`src/rtl/newton_pkg.sv`:
```
// newton_pkg: shared definitions for the operand feeder.
// Holds the default operand width and buffer depth, and the
// encoding of the feeder control states.
package newton_pkg;

    localparam int FEED_WIDTH_DEF = 2;
    localparam int FEED_DEPTH_DEF = 16;

    typedef enum logic [1:0] {
        ST_IDLE  = 2'b00,
        ST_SERVE = 2'b01,
        ST_DONE  = 2'b10
    } feed_state_e;

endpackage : newton_pkg

```
`src/rtl/operand_fifo.sv`:
```
// operand_fifo: DEPTH-entry FIFO buffer for multiplier operands.
// Ports:
//   clk, rst            - clock, synchronous active-high reset
//   push, push_data     - write request and data (ignored when full)
//   pop                 - remove the head entry (ignored when empty)
//   head                - current head entry (valid when !empty)
//   full, empty, count  - occupancy status; count spans 0..DEPTH
module operand_fifo #(
    parameter int WIDTH = 2,
    parameter int DEPTH = 16
) (
    input  logic                       clk,
    input  logic                       rst,
    input  logic                       push,
    input  logic [WIDTH-1:0]           push_data,
    input  logic                       pop,
    output logic [WIDTH-1:0]           head,
    output logic                       full,
    output logic                       empty,
    output logic [$clog2(DEPTH):0]     count
);

    localparam int PTR_W = $clog2(DEPTH);
    localparam int CNT_W = PTR_W + 1;

    logic [WIDTH-1:0] mem_q [DEPTH];
    logic [PTR_W-1:0] wr_ptr_q, wr_ptr_d;
    logic [PTR_W-1:0] rd_ptr_q, rd_ptr_d;
    logic [CNT_W-1:0] count_q, count_d;
    logic             do_push_s;
    logic             do_pop_s;

    assign full  = (count_q == CNT_W'(DEPTH));
    assign empty = (count_q == CNT_W'(0));
    assign count = count_q;
    assign head  = mem_q[rd_ptr_q];

    // Next pointer/count values; pointers wrap naturally at DEPTH.
    always_comb begin
        do_push_s = push && !full;
        do_pop_s  = pop && !empty;
        wr_ptr_d  = wr_ptr_q;
        rd_ptr_d  = rd_ptr_q;
        count_d   = count_q;
        if (do_push_s) begin
            wr_ptr_d = wr_ptr_q + PTR_W'(1);
        end else begin
            wr_ptr_d = wr_ptr_q;
        end
        if (do_pop_s) begin
            rd_ptr_d = rd_ptr_q + PTR_W'(1);
        end else begin
            rd_ptr_d = rd_ptr_q;
        end
        if (do_push_s && !do_pop_s) begin
            count_d = count_q + CNT_W'(1);
        end else if (do_pop_s && !do_push_s) begin
            count_d = count_q - CNT_W'(1);
        end else begin
            count_d = count_q;
        end
    end

    // Pointer and occupancy registers.
    always_ff @(posedge clk) begin
        if (rst) begin
            wr_ptr_q <= PTR_W'(0);
            rd_ptr_q <= PTR_W'(0);
            count_q  <= CNT_W'(0);
        end else begin
            wr_ptr_q <= wr_ptr_d;
            rd_ptr_q <= rd_ptr_d;
            count_q  <= count_d;
        end
    end

    // Storage array; contents need no reset since occupancy gates reads.
    always_ff @(posedge clk) begin
        if (do_push_s) begin
            mem_q[wr_ptr_q] <= push_data;
        end
    end

endmodule : operand_fifo

```
`src/rtl/operand_feeder.sv`:
```
// operand_feeder: buffers operands while IDLE, then feeds them one per
// read-indicator request to a multiplier while SERVE, ending in DONE.
// Ports:
//   clk, rst               - clock, synchronous active-high reset
//   load_valid/data/ready  - operand load handshake (accepted only in IDLE)
//   start                  - IDLE->SERVE (if operands exist), DONE->IDLE
//   ri                     - multiplier request for the next operand
//   x_value, x_valid       - registered operand and its one-cycle update pulse
//   served_cnt             - operands served since the last accepted start
//   underflow              - sticky: ri arrived in DONE with nothing left
//   busy, done             - state indicators for SERVE and DONE
module operand_feeder
    import newton_pkg::*;
#(
    parameter int WIDTH = FEED_WIDTH_DEF,
    parameter int DEPTH = FEED_DEPTH_DEF
) (
    input  logic                       clk,
    input  logic                       rst,
    input  logic                       load_valid,
    input  logic [WIDTH-1:0]           load_data,
    output logic                       load_ready,
    input  logic                       start,
    input  logic                       ri,
    output logic [WIDTH-1:0]           x_value,
    output logic                       x_valid,
    output logic [$clog2(DEPTH):0]     served_cnt,
    output logic                       underflow,
    output logic                       busy,
    output logic                       done
);

    localparam int CNT_W = $clog2(DEPTH) + 1;

    feed_state_e      state_q, state_d;
    logic [WIDTH-1:0] x_value_q, x_value_d;
    logic             x_valid_q, x_valid_d;
    logic [CNT_W-1:0] served_cnt_q, served_cnt_d;
    logic             underflow_q, underflow_d;

    logic             push_s;
    logic             pop_s;
    logic             load_ready_s;
    logic [WIDTH-1:0] fifo_head_s;
    logic             fifo_full_s;
    logic             fifo_empty_s;
    logic [CNT_W-1:0] fifo_count_s;

    operand_fifo #(
        .WIDTH (WIDTH),
        .DEPTH (DEPTH)
    ) u_fifo (
        .clk       (clk),
        .rst       (rst),
        .push      (push_s),
        .push_data (load_data),
        .pop       (pop_s),
        .head      (fifo_head_s),
        .full      (fifo_full_s),
        .empty     (fifo_empty_s),
        .count     (fifo_count_s)
    );

    // Control FSM: next state, buffer strobes and next output values.
    always_comb begin
        state_d      = state_q;
        x_value_d    = x_value_q;
        x_valid_d    = 1'b0;
        served_cnt_d = served_cnt_q;
        underflow_d  = underflow_q;
        push_s       = 1'b0;
        pop_s        = 1'b0;
        load_ready_s = 1'b0;
        case (state_q)
            ST_IDLE: begin
                load_ready_s = !fifo_full_s;
                push_s       = load_valid && load_ready_s;
                // A same-cycle load counts toward the non-empty test.
                if (start && (!fifo_empty_s || push_s)) begin
                    state_d      = ST_SERVE;
                    served_cnt_d = CNT_W'(0);
                    underflow_d  = 1'b0;
                end else begin
                    state_d = ST_IDLE;
                end
            end
            ST_SERVE: begin
                if (ri && !fifo_empty_s) begin
                    pop_s        = 1'b1;
                    x_value_d    = fifo_head_s;
                    x_valid_d    = 1'b1;
                    served_cnt_d = served_cnt_q + CNT_W'(1);
                    // Last entry leaving: buffer is empty after this edge.
                    if (fifo_count_s == CNT_W'(1)) begin
                        state_d = ST_DONE;
                    end else begin
                        state_d = ST_SERVE;
                    end
                end else begin
                    state_d = ST_SERVE;
                end
            end
            ST_DONE: begin
                if (ri) begin
                    underflow_d = 1'b1;
                end else begin
                    underflow_d = underflow_q;
                end
                if (start) begin
                    state_d = ST_IDLE;
                end else begin
                    state_d = ST_DONE;
                end
            end
            default: begin
                state_d = ST_IDLE;
            end
        endcase
    end

    // State and output registers.
    always_ff @(posedge clk) begin
        if (rst) begin
            state_q      <= ST_IDLE;
            x_value_q    <= WIDTH'(0);
            x_valid_q    <= 1'b0;
            served_cnt_q <= CNT_W'(0);
            underflow_q  <= 1'b0;
        end else begin
            state_q      <= state_d;
            x_value_q    <= x_value_d;
            x_valid_q    <= x_valid_d;
            served_cnt_q <= served_cnt_d;
            underflow_q  <= underflow_d;
        end
    end

    assign load_ready = load_ready_s;
    assign x_value    = x_value_q;
    assign x_valid    = x_valid_q;
    assign served_cnt = served_cnt_q;
    assign underflow  = underflow_q;
    assign busy       = (state_q == ST_SERVE);
    assign done       = (state_q == ST_DONE);

endmodule : operand_feeder

```
`config.mk`:
```
export PLATFORM = sky130hd
export DESIGN_NAME = operand_feeder
export DESIGN_NICKNAME = d
export VERILOG_FILES = /design/src/rtl/newton_pkg.sv /design/src/rtl/operand_fifo.sv /design/src/rtl/operand_feeder.sv
export SDC_FILE = /design/constraint.sdc
export NUM_CORES = 1
export LEC_CHECK = 0
export CORE_MARGIN = 1.5
export CORE_UTILIZATION = 25
export CTS_CLUSTER_SIZE = 24
export DETAILED_ROUTE_END_ITERATION = 16
export SYNTH_ARGS = -nofsm -noshare
export SYNTH_HDL_FRONTEND = slang
export SYNTH_SLANG_ARGS = --single-unit
```
`constraint.sdc`:
```
create_clock -name clk -period 2.66 [get_ports clk]
set_input_delay 0.532 -clock clk [delete_from_list [all_inputs] [get_ports clk]]
set_output_delay 0.532 -clock clk [all_outputs]
set_load 0.005 [all_outputs]
```
Word-level counts from Yosys, hierarchy flattened
Memory sizes are Yosys's and may differ from the RTL's. A register that Yosys moved wholly into a read port is not among the register bits. Cells that the tools add are included.

Bits in registers: 22. Bits in writable memories: 32. Input bits: 7. Output and inout bits: 12. Logic and storage cells: 59. Memories: 1.

Memory list: u_fifo.mem_q (words 16, width 2, rd ports 1, clocked after Yosys merged registers in 1, write ports 1, line operand_fifo.sv:26) `logic [WIDTH-1:0] mem_q [DEPTH];`.

Add/subtract/negate cells: 5. Eq/ne operators: 7. Mux-type cells: 19. Reductions and logical operators: 20.

Operator list (count): two-way mux 5 bit (4); adder 5 x 1 -> 5 bit, second input constant (2); case mux 5 bit (2 select lines) (1); two-way mux 1 bit (9); adder 4 x 1 -> 4 bit, second input constant (2); logical AND 1 bit (7); two-way mux 2 bit (3); case mux 2 bit (3 select lines) (1); AND reduction 3 bit (2); nonzero test 2 bit (3); equality test 5 x 1 -> 1 bit, second input constant (1); equality test 5 bit, second input constant (1); logical NOT 5 bit (1); subtractor 5 x 1 -> 5 bit, second input constant (1); logical NOT 1 bit (4); inequality test 2 bit, second input constant (2); equality test 2 x 1 -> 1 bit, second input constant (1); equality test 2 bit, second input constant (1); logical NOT 2 bit (1); inequality test 2 x 1 -> 1 bit, second input constant (1); case mux 1 bit (2 select lines) (1); AND reduction 2 bit (1); logical OR 1 bit (1).

Logic depth before layout (Yosys ltp)
Depth in word-level cells: 9. Depth in mapped cells: 10.

By module
A second synthesis with hierarchy kept.

Cells, all modules: 222. Area, all modules: 2672.6 um^2.

Modules (own cells, without submodules): operand_fifo (times used 1, cells an instance 161, area each 2144.6 um^2, sequential area each 1301.2 um^2); operand_feeder (times used 1, cells an instance 61, area each 528.0 um^2, sequential area each 220.2 um^2).

Least setup slack after synthesis
Ideal clock, no wire load.

Path type: register -> register. Start: register u_fifo.count_q[0] (netlist: u_fifo.count[0]). End: register u_fifo.count_q[4] (netlist: u_fifo.count[4]). Data arrival time: 2.435 ns. Data required time: 2.532 ns. Path slack: 0.097 ns. Stages on the path, launching flop included: 11. Path buffers: 0. Cells stage by stage: dfxtp_1 > inv_1 > ha_1 > nor4b_2 > nor2_1 > inv_2 > ha_1 > or4b_1 > a21oi_1 > xnor2_1 > nor2_1.

Cells in the longest elaborated chain, start to end: 9. Elaborated cells on any way between the ends: 20. Classes of those cells: add/sub (2); eq/ne (1); mux (5); reduce/logical (12).

Ends and longest elaborated chain: from (decl) (line operand_fifo.sv:29) `logic [CNT_W-1:0] count_q, count_d;`; from (signal assigned) (line operand_fifo.sv:73) `count_q <= count_d;`; logical NOT 5 bit (line operand_fifo.sv:34) `assign empty = (count_q == CNT_W'(0));`; logical NOT 1 bit (line operand_fifo.sv:41, operand_feeder.sv:88); logical AND 1 bit (line operand_feeder.sv:88) `if (ri && !fifo_empty_s) begin`; two-way mux 1 bit (line operand_feeder.sv:88); two-way mux 1 bit (line operand_feeder.sv:74) `case (state_q)`; logical AND 1 bit (line operand_fifo.sv:41) `do_pop_s = pop && !empty;`; logical NOT 1 bit (line operand_fifo.sv:55) `if (do_push_s && !do_pop_s) begin`; logical AND 1 bit (line operand_fifo.sv:55); two-way mux 5 bit / nonzero test 2 bit (equally long branches).

Parallel ways exist; a longest one is shown, timed or not. The select of a mux whose other input is x is not followed. A chain may end at the register's enable or synchronous reset.

Worst setup path after layout
Start: register u_fifo.count_q[0] (netlist: u_fifo.count[0]). End: output load_ready.

Cells in the longest elaborated chain, start to end: 3.

Ends and longest elaborated chain: equality test 5 bit (line operand_fifo.sv:33) `assign full = (count_q == CNT_W'(DEPTH));`; logical NOT 1 bit (line operand_feeder.sv:76) `load_ready_s = !fifo_full_s;`; two-way mux 1 bit (line operand_feeder.sv:74); to (decl) (line operand_feeder.sv:22) `output logic load_ready,`.

No other way between the ends.

==> impl_metrics.prom <==
# TYPE chip_impl_metric gauge
chip_impl_metric{name="syn_area",unit="µm²"} 2530
chip_impl_metric{name="synth-seq-cells",unit=""} 56
chip_impl_metric{name="routed_via_density",unit=""} 4.36
chip_impl_metric{name="globalplace.congestion",unit=""} 0.730
chip_impl_metric{name="tns",unit="ps"} 0
chip_impl_metric{name="max_slew_margin",unit="%"} 59.8
chip_impl_metric{name="clock_latency_reported_for_the_late_side_of_the_worst_skew_pair",unit="ps"} 300
chip_impl_metric{name="initial_antenna_violation_count",unit=""} 0
chip_impl_metric{name="synthDistinctLibCells",unit=""} 37
chip_impl_metric{name="synth_fp_nets",unit=""} 224
chip_impl_info{name="root_buffer",value="sky130_fd_sc_hd__clkbuf_8"} 1
chip_impl_info{name="hold_path_class",value="reg2reg"} 1
chip_impl_metric{name="grt_first_pass_wirelength",unit="mm"} 7.62
chip_impl_metric{name="timing.critical_path.required",unit="ps"} 2130
chip_impl_metric{name="timing_hold_violations_final",unit=""} 0
chip_impl_metric{name="vias",unit=""} 1588
chip_impl_metric{name="postCtsResizedCells",unit=""} 0
chip_impl_metric{name="design.final.nets",unit=""} 248
chip_impl_metric{name="die-width",unit="µm"} 104
chip_impl_metric{name="first_global_vias",unit=""} 1499
chip_impl_metric{name="clockBufferDepth",unit=""} 2
chip_impl_metric{name="cts-htree-levels",unit=""} 2
chip_impl_metric{name="io_pins",unit=""} 19
chip_impl_metric{name="max-vdd-ir-drop",unit="mV"} 0.249
chip_impl_metric{name="fillCellCount",unit=""} 1032
chip_impl_metric{name="hold_buffer_count_at_cts",unit=""} 0
chip_impl_info{name="outcome",value="completed"} 1
chip_impl_metric{name="reported_leakage_power",unit="nW"} 0.982
chip_impl_metric{name="rows",unit=""} 36
chip_impl_metric{name="detailed_place_hpwl",unit="mm"} 3.41
chip_impl_metric{name="ys_seq_area_share",unit="%"} 56.9
chip_impl_metric{name="final.min_clock_period",unit="ps"} 2460
chip_impl_info{name="cp-start-kind",value="flip-flop"} 1
chip_impl_metric{name="numPortBuffers",unit=""} 18
chip_impl_info{name="critPathSlowestCell",value="sky130_fd_sc_hd__clkdlybuf4s50_1"} 1
chip_impl_metric{name="drc_errors",unit=""} 0
chip_impl_metric{name="postCtsSetupBuffers",unit=""} 0
chip_impl_metric{name="critical_path_arrival",unit="ps"} 1930
chip_impl_metric{name="max_cap_violations",unit=""} 0
chip_impl_metric{name="core_area",unit="µm²"} 9820
chip_impl_metric{name="clock_sinks",unit=""} 56
chip_impl_metric{name="setup_viol",unit=""} 0
chip_impl_metric{name="insertedDiodeCount",unit=""} 0
chip_impl_metric{name="synthesis.yosys.warnings",unit=""} 0
chip_impl_info{name="cts_tree",value="built"} 1
chip_impl_metric{name="final_util",unit="%"} 30.7
chip_impl_info{name="timing_worst_setup_path_type",value="reg2out"} 1
chip_impl_metric{name="tightestPinTransition",unit="ps"} 603
chip_impl_metric{name="postRouteWirelength",unit="mm"} 4.65
chip_impl_metric{name="fin_crit_sh",unit="%"} 92.5
chip_impl_metric{name="syn_to_final_growth",unit="%"} 18.9
chip_impl_info{name="setup.worst_path.end_class",value="output pin"} 1
chip_impl_metric{name="timing.fmax",unit="MHz"} 406
chip_impl_metric{name="skew",unit="ps"} 7.55
chip_impl_info{name="critPathTopFamily",value="buffers and inverters"} 1
chip_impl_info{name="rsz_0062_raised_after_global_routing",value="no"} 1
chip_impl_metric{name="grt_usage",unit="%"} 9.08
chip_impl_metric{name="post_synth.cell_area_avg",unit="µm²"} 12.3
chip_impl_metric{name="grt-ovfl-total",unit=""} 0
chip_impl_metric{name="final_layout_size_suffix_gt1_share",unit="%"} 13.4
chip_impl_metric{name="clkSlewWorstSetupHoldPaths",unit="ps"} 100
chip_impl_metric{name="floorplan.initialDensity",unit="%"} 25.8
chip_impl_metric{name="power_per_cell_area",unit="nW/µm²"} 754
chip_impl_metric{name="cts_inserted_buffers",unit=""} 5
chip_impl_metric{name="critical-path-max-stage-delay",unit="ps"} 500
chip_impl_metric{name="cp.buffers_inverters",unit=""} 2
chip_impl_metric{name="dieArea",unit="µm²"} 10700
chip_impl_metric{name="floorplan.die.height",unit="µm"} 104
chip_impl_metric{name="initial_drc_count",unit=""} 156
chip_impl_metric{name="antenna_violating_nets_post_route",unit=""} 0
chip_impl_info{name="cp_cell_instances",value="inv_1, ha_1, nand4bb_1, and2_1, clkdlybuf4s50_1"} 1
chip_impl_metric{name="maximum_number_of_pins_on_one_net_before_global_route_repair",unit=""} 17
chip_impl_metric{name="postSynthCellCount",unit=""} 206
chip_impl_metric{name="detail_route.first_pass.iterations",unit=""} 4
chip_impl_metric{name="crit_path_max_fanout",unit=""} 6
chip_impl_metric{name="maxSlewViolCount",unit=""} 0
chip_impl_metric{name="post_drt_wl_per_cell",unit="µm"} 12.8
stage by stage:
step | setup slack (ps) | hold WS [ps] | power (mW) | cells | area [µm²]
floorplan | 97.1 | 453 | 1.56 | 206 | 2530
global placement | 120 | 462 | 1.75 | 356 | 2900
detailed placement | 108 | 464 | 1.76 | 356 | 2900
CTS | 179 | 478 | 2.30 | 364 | 3010
global route | 81.7 | 490 | 2.43 | 364 | 3010
finish | 199 | 477 | 2.27 | 364 | 3010
path summary, 6_finish.rpt:
check                               start                            to  slack (ps)  depth (start not counted)
min reg2reg       x_value[1]$_SDFFE_PP0P_       x_value[1]$_SDFFE_PP0P_         480                          2
min               x_value[1]$_SDFFE_PP0P_       x_value[1]$_SDFFE_PP0P_         480                          2
max reg2reg  u_fifo.count[0]$_SDFFE_PP0P_  u_fifo.count[4]$_SDFFE_PP0P_         290                         10
max          u_fifo.count[0]$_SDFFE_PP0P_                    load_ready         200                          5
flip-flops by register name, summed over array words and instances (netlist names):
signal and flops:
served_cnt 5, state_q 2, u_fifo.count 5, u_fifo.mem_q 32, u_fifo.rd_ptr_q 4, u_fifo.wr_ptr_q 4, underflow 1, x_valid 1
x_value 2
per-layer routing:
metal / routed length (µm) / part of all wire (%) / vias up / track usage [%]
li1: - / - / 800 / -
met1: 2160 / 46 / 762 / 11.2
met2: 2330 / 50 / 21 / 15.4
met3: 107 / 2.3 / 5 / 2.45
met4: 61 / 1.3 / 0 / 2.98
met5: 0 / 0 / - / 0
logic make-up (layout without fill, tap and decap cells):
| family | after synthesis | in the layout | share of synthesized area (%) |
|---|---|---|---|
| AO/OA/AOI/OAI | 20 | 20 | 5.43 |
| adder cells (fa/ha/maj) | 11 | 11 | 5.43 |
| XOR/XNOR | 10 | 10 | 3.46 |
| multiplexers | 13 | 13 | 10.1 |
| buffers and inverters | 15 | 40 | 2.52 |
| flip-flops | 56 | 56 | 56.9 |
| AND/OR/NAND/NOR | 81 | 81 | 16.2 |
placed cells by master, fill, tap and decap left out, types with 2 or more instances in the layout:
cell                              instances
sky130_fd_sc_hd__nand3b_1                 2
sky130_fd_sc_hd__xnor2_1                  6
sky130_fd_sc_hd__buf_4                    9
sky130_fd_sc_hd__nor2_1                  30
sky130_fd_sc_hd__dfxtp_1                 24
sky130_fd_sc_hd__nand4_1                  4
sky130_fd_sc_hd__mux4_2                  10
sky130_fd_sc_hd__edfxtp_1                32
sky130_fd_sc_hd__nand3_1                  5
sky130_fd_sc_hd__nand2b_1                 4
sky130_fd_sc_hd__inv_1                    4
sky130_fd_sc_hd__a21oi_1                  9
sky130_fd_sc_hd__and3_1                   2
sky130_fd_sc_hd__xor2_1                   4
sky130_fd_sc_hd__clkbuf_8                 5
sky130_fd_sc_hd__a41oi_1                  3
sky130_fd_sc_hd__nor2b_1                  5
sky130_fd_sc_hd__nor3_1                   6
sky130_fd_sc_hd__nand2_1                 15
sky130_fd_sc_hd__ha_1                    11
sky130_fd_sc_hd__a311oi_1                 3
sky130_fd_sc_hd__clkdlybuf4s50_1         18
sky130_fd_sc_hd__mux2i_1                  3
power by group:
group	leakage, nW	switching (mW)	internal (mW)	total, mW
combinational	0.441	0.315	0.323	0.638
sequential	0.484	0.0993	0.993	1.09
clock	0.0581	0.257	0.283	0.540
total	0.982	0.671	1.60	2.27
synth_stat cells (all sizes together):
| master | instances | area share [%] |
|---|---|---|
| ha | 11 | 5.4 |
| and2 | 1 | 0.25 |
| edfxtp | 32 | 38 |
| dfxtp | 24 | 19 |
| a41oi | 3 | 1.0 |
| inv | 5 | 0.74 |
| clkbuf | 6 | 0.89 |
| nand2 | 15 | 2.2 |
| a22oi | 1 | 0.30 |
| o211ai | 1 | 0.30 |
| o21ai | 1 | 0.20 |
| xor2 | 4 | 1.4 |
| a311oi | 3 | 1.0 |
| nor2 | 30 | 4.4 |
| nand3 | 5 | 0.99 |
| a211oi | 1 | 0.30 |
| nor3b | 1 | 0.30 |
| mux2i | 3 | 1.2 |
| buf | 4 | 0.89 |
| nor3 | 6 | 1.2 |
| nand2b | 4 | 0.99 |
| nor4b | 1 | 0.59 |
| nand3b | 2 | 0.59 |
| mux4 | 10 | 8.9 |
| or4b | 2 | 0.94 |
| a21oi | 9 | 1.8 |
| or4 | 1 | 0.30 |
| nand4 | 4 | 0.99 |
| xnor2 | 6 | 2.1 |
| nand4bb | 1 | 0.44 |
| nor2b | 5 | 1.2 |
| a31oi | 1 | 0.49 |
| or3 | 1 | 0.25 |
| and3 | 2 | 0.49 |
final cells by class:
type / instances / area, µm² / share of cell area, %
flip-flops and latches: 56 / 1440 / 47.9
multi-input cells: 135 / 1030 / 34.2
repair buffers: 27 / 248 / 8.23
well taps: 133 / 166 / 5.53
clock buffers: 6 / 73.8 / 2.45
clock inverters: 2 / 35.0 / 1.16
inverters: 5 / 18.8 / 0.623
tightest hold or removal path: cells and delay by family, from the launching register on:
family	cells	cell delay, ps
AOI/OAI and AO/OA	1	60
DFF	1	320
and+or+nand+nor	1	50
Power figures use the tool's default switching activity.
==> edit (config.mk and constraints unchanged) <==
Change the package constant `FEED_DEPTH_DEF` from 16 to 8.
--- a/src/rtl/newton_pkg.sv
+++ b/src/rtl/newton_pkg.sv
@@ -4,7 +4,7 @@
 package newton_pkg;
 
     localparam int FEED_WIDTH_DEF = 2;
-    localparam int FEED_DEPTH_DEF = 16;
+    localparam int FEED_DEPTH_DEF = 8;
 
     typedef enum logic [1:0] {
         ST_IDLE  = 2'b00,
Interface: changed (resized served_cnt); port bits go from 19 to 18. The function was not compared with the original's and may differ.
==> edit against the unedited design <==
  * The run now ends with design-rule violations left
  * Setup slack improved by 0.018 ns
  * Sequential cell count fell by 20
  * Register-to-register slack got worse by 0.07 ns
  * Wire length fell by 35%
  * Largest cell class unchanged
  * Highest routed layer unchanged
  * Final area fell by 31%
  * Area after synthesis fell by 33%
  * Clock skew barely moved
  * Count of clock-buffer cells in the layout fell by 1
  * Power fell by 19%
==> edit: results (changes against the unedited design) <==
Outcome
  – Failing checks: design-rule violations
  – Status: finished, violations left

Worst setup path
  – Crit-path slowest cell: dfxtp_1
  – Kind of cell adding the most delay to the critical path: simple AND/OR/NAND/NOR gates
  – Worst reg2reg endpoint: u_fifo.count[3]
  – Critical Path End Type: register
  – CP max stage delay: 0.44 ns (-0.06 ns)
  – Worst EP arrival: 2.63 ns (+0.70 ns)
  – CP startpoint kind: register
  – Reg2reg setup slack: 0.22 ns (-0.07 ns)

Layout
  – Nets: 185 (-25%)
  – Post-route insts no fill: 248 (-32%)
  – Top reg by flops: u_fifo.mem_q
  – Max FFs per register: 16 (-50%)
  – Ant diodes: 0 (unchanged)
  – Layout cells sized above 1: 0.117 (-0.0172)

Clocking
  – Number of buffers created by CTS: 5 (unchanged)
  – Worst-Skew Late Latency: 0.29 ns
  – Clock-pin slew on the worst setup and hold paths: 0.08 ns (-0.02 ns)
  – Max Root-Sink Buffers: 2 (unchanged)
  – CTS Root Cell: clkbuf_8
  – Number of H-tree levels: 2 (unchanged)

Place
  – # port buffers: 17 (-1)
  – HPWL after DPL: 2270 µm (-33%)
  – Placed insts: 240 (-33%)
  – GP Congestion: 0.738 (+1.2%)

STA
  – Final hold slack: 0.497 ns (+0.0200 ns)
  – Worst slew pin tran: 0.502 ns (-0.100 ns)
  – Clk_skew: 0.00712 ns (-0.000436 ns)

Global routing
  – First-pass GRT wire length: 5280 µm (-31%)
  – Gr usage total: 0.0958 (+0.00503)
  – Largest net degree at the start of global routing: 15 (-2)

Synth
  – Net Count, Synth: 165 (-26%)
  – EDFF count, synth: 16 (-50%)
  – Synth top cells by count: nor2_1 (22), dfxtp_1 (20), edfxtp_1 (16)
  – Seq/Total Area, Yosys: 0.522 (-0.0466)
  – Avg Inst Size Synth: 11.2 µm² (-8.6%)
  – Synth area leaders: edfxtp_1 (28%), dfxtp_1 (24%), ha_1 (5.9%)
  – Post-synth top flop: dfxtp_1
  – Async set or reset register ratio after synthesis: 0 (unchanged)
  – YS warnings: 0 (unchanged)
  – Yosys cell types: 38 (+2.7%)

Routing
  – Post-route DRC: 1 (+1)
  – Pre-Repair DR Iteration Count: 9 (+5)
  – Vias: 1,116 (-30%)
  – Initial DRC Count: 74 (-53%)
  – Routed wire per std cell: 12.2 µm (-4.4%)

Power
  – Peak supply drop: 0.000260 V (+4.8%)
  – Pleak: 0.740 nW (-25%)

Min path
  – Hold path cells: 2 (unchanged)
## edit: tightest hold or removal path, delay by kind of cell, from the launching register on
| kind | cells | cell delay [ns] |
|---|---|---|
| AO/OA/AOI/OAI | 1 | 0.06 |
| flip-flops | 1 | 0.33 |
| AND/OR/NAND/NOR | 1 | 0.07 |
## edit: worst min path at each step
| stage | start | to |
|---|---|---|
| after floorplan | underflow | underflow |
| after global placement | underflow | underflow |
| after detailed placement | underflow | underflow |
| after CTS | underflow | underflow |
| after global routing | served_cnt[3] | served_cnt[3] |
| final | underflow | underflow |
## edit: layout make-up
| type | instances | area, µm² |
|---|---|---|
| Multi-Input combinational cell | 102 | 741 |
| Clock buffer | 5 | 68.8 |
| Tap cell | 77 | 96.3 |
| Inverter | 5 | 21.3 |
| Fill cell | 645 | 4330 |
| Timing Repair Buffer | 20 | 193 |
| Clock inverter | 3 | 90.1 |
| Sequential cell | 36 | 881 |
## edit: layer usage
layer	GRT usage	up-vias	wire, µm
met5	0	-	0
met4	0.0492	0	67
li1	-	576	-
met2	0.148	14	1400
met1	0.115	521	1420
met3	0.0389	5	144
## edit: logic make-up (layout without fill, tap and decap cells)
kind of cell	after synthesis	after routing	synth area share
compound gates	22	22	0.0846
buf+inv	12	33	0.0386
mux	8	8	0.0772
xor+xnor	6	6	0.0312
simple gates	58	58	0.187
flops	36	36	0.522
fa+ha+maj	8	8	0.0593
## edit: through the flow
stage               setup slack, ns  instance area, µm²
global route                 0.0253                2090
detailed placement            0.222                1930
global placement              0.260                1930
finish                        0.217                2090
floorplan                     0.303                1690
CTS                           0.200                2090
## edit: power by group
| group | internal (W) | switching (W) |
|---|---|---|
| sequential | 0.000637 | 0.0000684 |
| combinational | 0.000232 | 0.000217 |
| clock | 0.000469 | 0.000206 |
| total | 0.00134 | 0.000491 |
